<file path="src/rtl/decoder_rr_arbiter4.sv">
// Four-requester round-robin arbiter with a bounded hold time. It registers the
// winner index and drives a 2x4-decoded one-hot grant.
module decoder_rr_arbiter4 #(
  parameter int MAX_HOLD = 8,
  parameter int CNT_W    = 4
) (
  input  logic       clk,
  input  logic       rst,
  input  logic       en,
  input  logic [3:0] req,
  output logic [3:0] gnt,
  output logic [1:0] gnt_idx,
  output logic       gnt_valid,
  output logic       timeout
);

  typedef enum logic {IDLE, BUSY} state_t;

  localparam logic [CNT_W-1:0] HOLD_LAST = CNT_W'(MAX_HOLD - 1);

  state_t           state_q, state_d;
  logic [1:0]       idx_q, idx_d;
  logic [1:0]       last_q, last_d;
  logic [CNT_W-1:0] cnt_q, cnt_d;
  logic             tmo_q, tmo_d;
  logic [3:0]       gnt_q, gnt_d;
  logic             pick_ok;
  logic [1:0]       pick_idx;

  // Searching last+1 .. last+4 visits the previous owner last, so a forced
  // release naturally prefers any other requester and re-grants the owner only
  // when it is alone.
  function automatic logic [2:0] rr_pick(input logic [3:0] r, input logic [1:0] last);
    logic       found;
    logic [1:0] win;
    logic [1:0] c;
    found = 1'b0;
    win   = 2'd0;
    for (int k = 1; k <= 4; k++) begin
      c = last + k[1:0];
      if (r[c] && !found) begin
        found = 1'b1;
        win   = c;
      end
    end
    return {found, win};
  endfunction

  function automatic logic [3:0] dec2x4(input logic [1:0] i);
    return 4'b0001 << i;
  endfunction

  always_comb begin
    {pick_ok, pick_idx} = rr_pick(req, last_q);
  end

  always_comb begin
    state_d = state_q;
    idx_d   = idx_q;
    last_d  = last_q;
    cnt_d   = cnt_q;
    tmo_d   = 1'b0;
    case (state_q)
      IDLE: begin
        if (en && pick_ok) begin
          state_d = BUSY;
          idx_d   = pick_idx;
          last_d  = pick_idx;
          cnt_d   = '0;
        end
      end
      BUSY: begin
        if (req[idx_q] && (cnt_q < HOLD_LAST)) begin
          cnt_d = cnt_q + 1'b1;
        end else begin
          // Owner still requesting here means the hold limit was reached.
          tmo_d = req[idx_q];
          cnt_d = '0;
          if (en && pick_ok) begin
            idx_d  = pick_idx;
            last_d = pick_idx;
          end else begin
            state_d = IDLE;
          end
        end
      end
      default: state_d = IDLE;
    endcase
    gnt_d = (state_d == BUSY) ? dec2x4(idx_d) : 4'b0000;
  end

  always_ff @(posedge clk) begin
    if (rst) begin
      state_q <= IDLE;
      idx_q   <= 2'd0;
      last_q  <= 2'd3;
      cnt_q   <= '0;
      tmo_q   <= 1'b0;
      gnt_q   <= 4'b0000;
    end else begin
      state_q <= state_d;
      idx_q   <= idx_d;
      last_q  <= last_d;
      cnt_q   <= cnt_d;
      tmo_q   <= tmo_d;
      gnt_q   <= gnt_d;
    end
  end

  assign gnt       = gnt_q;
  assign gnt_idx   = idx_q;
  assign gnt_valid = (state_q == BUSY);
  assign timeout   = tmo_q;

endmodule

</file>
<file path="config.mk">
export PLATFORM = sky130hd
export DESIGN_NAME = decoder_rr_arbiter4
export DESIGN_NICKNAME = d
export VERILOG_FILES = /design/src/rtl/decoder_rr_arbiter4.sv
export SDC_FILE = /design/constraint.sdc
export NUM_CORES = 1
export LEC_CHECK = 0
export CORE_MARGIN = 5
export CORE_UTILIZATION = 40
export CTS_CLUSTER_SIZE = 28
export DETAILED_ROUTE_END_ITERATION = 10
export PLACE_DENSITY = 0.65
export SYNTH_ARGS = -nofsm -noshare
export SYNTH_HDL_FRONTEND = slang
export SYNTH_SLANG_ARGS = --single-unit
</file>
<file path="constraint.sdc">
create_clock -name clk -period 5 [get_ports clk]
set_input_delay 1.5 -clock clk [delete_from_list [all_inputs] [get_ports clk]]
set_output_delay 1.5 -clock clk [all_outputs]
set_load 0.01 [all_outputs]
</file>
==> results.yml <==
clock_tree:
  ctsHoldBuffers: 0
  cts_root_buffer: "clkbuf_4"
  path_clk_slew_ns: 0.09
  post_cts.repair.setup_buffers: 0
  cts_tree: "built"
  cts_sinks: 14
  cts_max_level: 1
  worstSkewPairLatency_ns: 0.27
  post_cts_resized: 0
  cts_inserted_buffers: 3
  clock_path_buffers: 2
synthesis:
  synth_cells: 71
  synth_area_leader_cell: "dfxtp_1"
  avgSynthCellArea_sq_um: 9.13
  synth_area_leaders: "dfxtp_1 (43%), a21oi_1 (4.6%), o21ai_0 (4.6%), nor2_1 (4.1%), nor2b_1 (3.9%)"
  yosysWarnings: 0
  synth_top_area_frac: 0.432
  netlist_area_sq_um: 648
  synth-seq-cells: 14
  ys_seq_area_frac: 0.432
  ys_types: 29
  synth_nets: 79
critical_path:
  cp_max_fo: 13
  reg2reg_depth: 4
  path_class: "in2reg"
  r2r-start: "gnt_idx[1]"
  cp-start-kind: "primary input"
  arrival_ns: 3.62
  r2r-end: "gnt[0]"
  reg2reg_setup_slack_ns: 2.86
  crit_path_end_kind: "flop"
  crit_required_ns: 5.18
detailed_routing:
  ant_nets: 0
  drc: 0
  avgRoutedWirePerCell_microns: 13.7
  via_per_inst: 5.94
  first_pass_iters: 4
  num_vias: 618
  wl_microns: 1420
  drt_iter0_drc: 26
finish:
  finish.net_count: 97
  antenna_cells: 0
  final_cell_mix: "dfxtp_1 (14), clkdlybuf4s50_1 (14), nor2_1 (7), a21oi_1 (6), o21ai_0 (6)"
  drive_gt1_frac: 0.114
  area_growth_pct: 30.3
floorplan:
  die_y_microns: 50.3
  die_x_microns: 50.3
  io_pins: 15
  num_rows: 14
  initial_utilization: 0.425
  coreArea_sq_um: 1520
  dieArea_sq_um: 2530
power:
  power.switching_mw: 0.0634
  switching_share: 0.254
  ir_drop_uv: 152
  seq_power_share: 0.492
  p_leak_nw: 0.292
  power.density_nw_per_um2: 295
  combPwrFrac: 0.188
  fin_total_pwr_mw: 0.249
  clockPowerShare: 0.321
  intPower_mw: 0.186
sta:
  period_share: 0.689
  tightest_slew_ns: 0.566
  final_max_slew_viol_count: 0
  worst_slack_ns: 1.56
  tns_ns: 0
  period_needed_ns: 3.44
  slew-limit-headroom: 0.619
  setup_viol: 0
  fmax_mhz: 290
  rsz0062_at_grt: "false"
  clock_skew_ns: 0.00885
  final-hold-violation-count: 0
flow_run:
  maxCapViolations: 0
place:
  gp_congestion: 0.876
  io_buffers: 14
  dp_hpwl_microns: 1090
  dp_worst_setup_slack_ns: 1.29
grt:
  grt_max_degree: 14
  overflow: 0
  grt_pass1_wl_microns: 2480
  grtUsageTotal: 0.120
  grt_pass1_vias: 538
  grt_antenna_before_repair: 0
hold_path:
  hp-start: "cnt_q[3]"
  min_path_cells: 2
  min_path_type: "reg2reg"
  holdPathEnd: "cnt_q[3]"
status:
  status: "finished clean"
cells by family (layout without fill, tap and decap cells):
kind of cell / count (synthesis) / in the layout / share of synthesized area
buffers and inverters: 3 / 20 / 0.0174
AND/OR/NAND/NOR: 29 / 29 / 0.259
multiplexers: 2 / 2 / 0.0502
AO/OA/AOI/OAI: 22 / 22 / 0.222
adder cells (fa/ha/maj): 1 / 1 / 0.0193
flip-flops: 14 / 14 / 0.432
synthesized netlist by cell type:
| cell | n |
|---|---|
| dfxtp_1 | 14 |
| nor2_1 | 7 |
| a21oi_1 | 6 |
| o21ai_0 | 6 |
| nor2b_1 | 4 |
| nand2_1 | 3 |
| nand3_1 | 3 |
| a22oi_1 | 2 |
| clkbuf_1 | 2 |
| nand2b_1 | 2 |
| nor3_1 | 2 |
| nor4_1 | 2 |
| or4_4 | 2 |
| a2111oi_2 | 1 |
| a211oi_1 | 1 |
| a221oi_1 | 1 |
| a31oi_1 | 1 |
| and3_4 | 1 |
| ha_1 | 1 |
| inv_1 | 1 |
| mux2i_1 | 1 |
| mux4_2 | 1 |
| nand4_1 | 1 |
| nor3b_1 | 1 |
| o21a_1 | 1 |
| o22ai_1 | 1 |
| o311ai_0 | 1 |
| o41ai_1 | 1 |
| or2b_1 | 1 |
through the flow:
stage,std cells,instance area (sq um),hold slack (ns),util
floorplan,71,648,0.432,-
global placement,100,808,0.449,0.530
detailed placement,100,808,0.457,0.530
CTS,104,845,0.470,0.554
global route,104,845,0.499,0.554
finish,104,845,0.465,0.554
layout make-up:
cell class / instances / area [sq um]
fill: 140 / 679
inverter: 1 / 3.75
timing repair buffer: 15 / 148
tap: 16 / 20.0
multi-input combinational: 54 / 357
sequential: 14 / 280
clock buffer: 4 / 36.3
power groups by stage:
| stage | combinational (mW) | clock, mW | sequential [mW] |
|---|---|---|---|
| floorplan | 0.0253 | 0 | 0.126 |
| global placement | 0.0462 | 0 | 0.125 |
| detailed placement | 0.0463 | 0 | 0.125 |
| CTS | 0.0466 | 0.0821 | 0.122 |
| global route | 0.0509 | 0.0887 | 0.123 |
| finish | 0.0467 | 0.0798 | 0.122 |
worst max path at each step:
stage,startpoint,endpoint,cells past startpoint
final,req[1],gnt[0],5
after global routing,req[1],gnt[2],5
after CTS,req[3],gnt[0],5
after detailed placement,req[3],gnt[0],5
after global placement,req[1],gnt[2],5
after floorplan,req[3],gnt[0],4
sequential cells by signal, summed over array words and instances, names as in the netlist:
signal / count
cnt_q: 4
gnt: 4
gnt_idx: 2
last_q: 2
gnt_valid: 1
timeout: 1
critical path, stage by stage:
cell	delay, ns
clkdlybuf4s50_1	0.49
mux4_2	0.54
and3_4	0.24
or4_4	0.56
a2111oi_2	0.29
per-layer routing:
layer | vias up | GRT usage | share of wire
li1 | 304 | - | -
met1 | 288 | 0.165 | 0.47
met2 | 26 | 0.186 | 0.47
met3 | 0 | 0.0325 | 0.065
met4 | 0 | 0.0262 | 0
met5 | - | 0 | 0
Power figures use the tool's default switching activity.
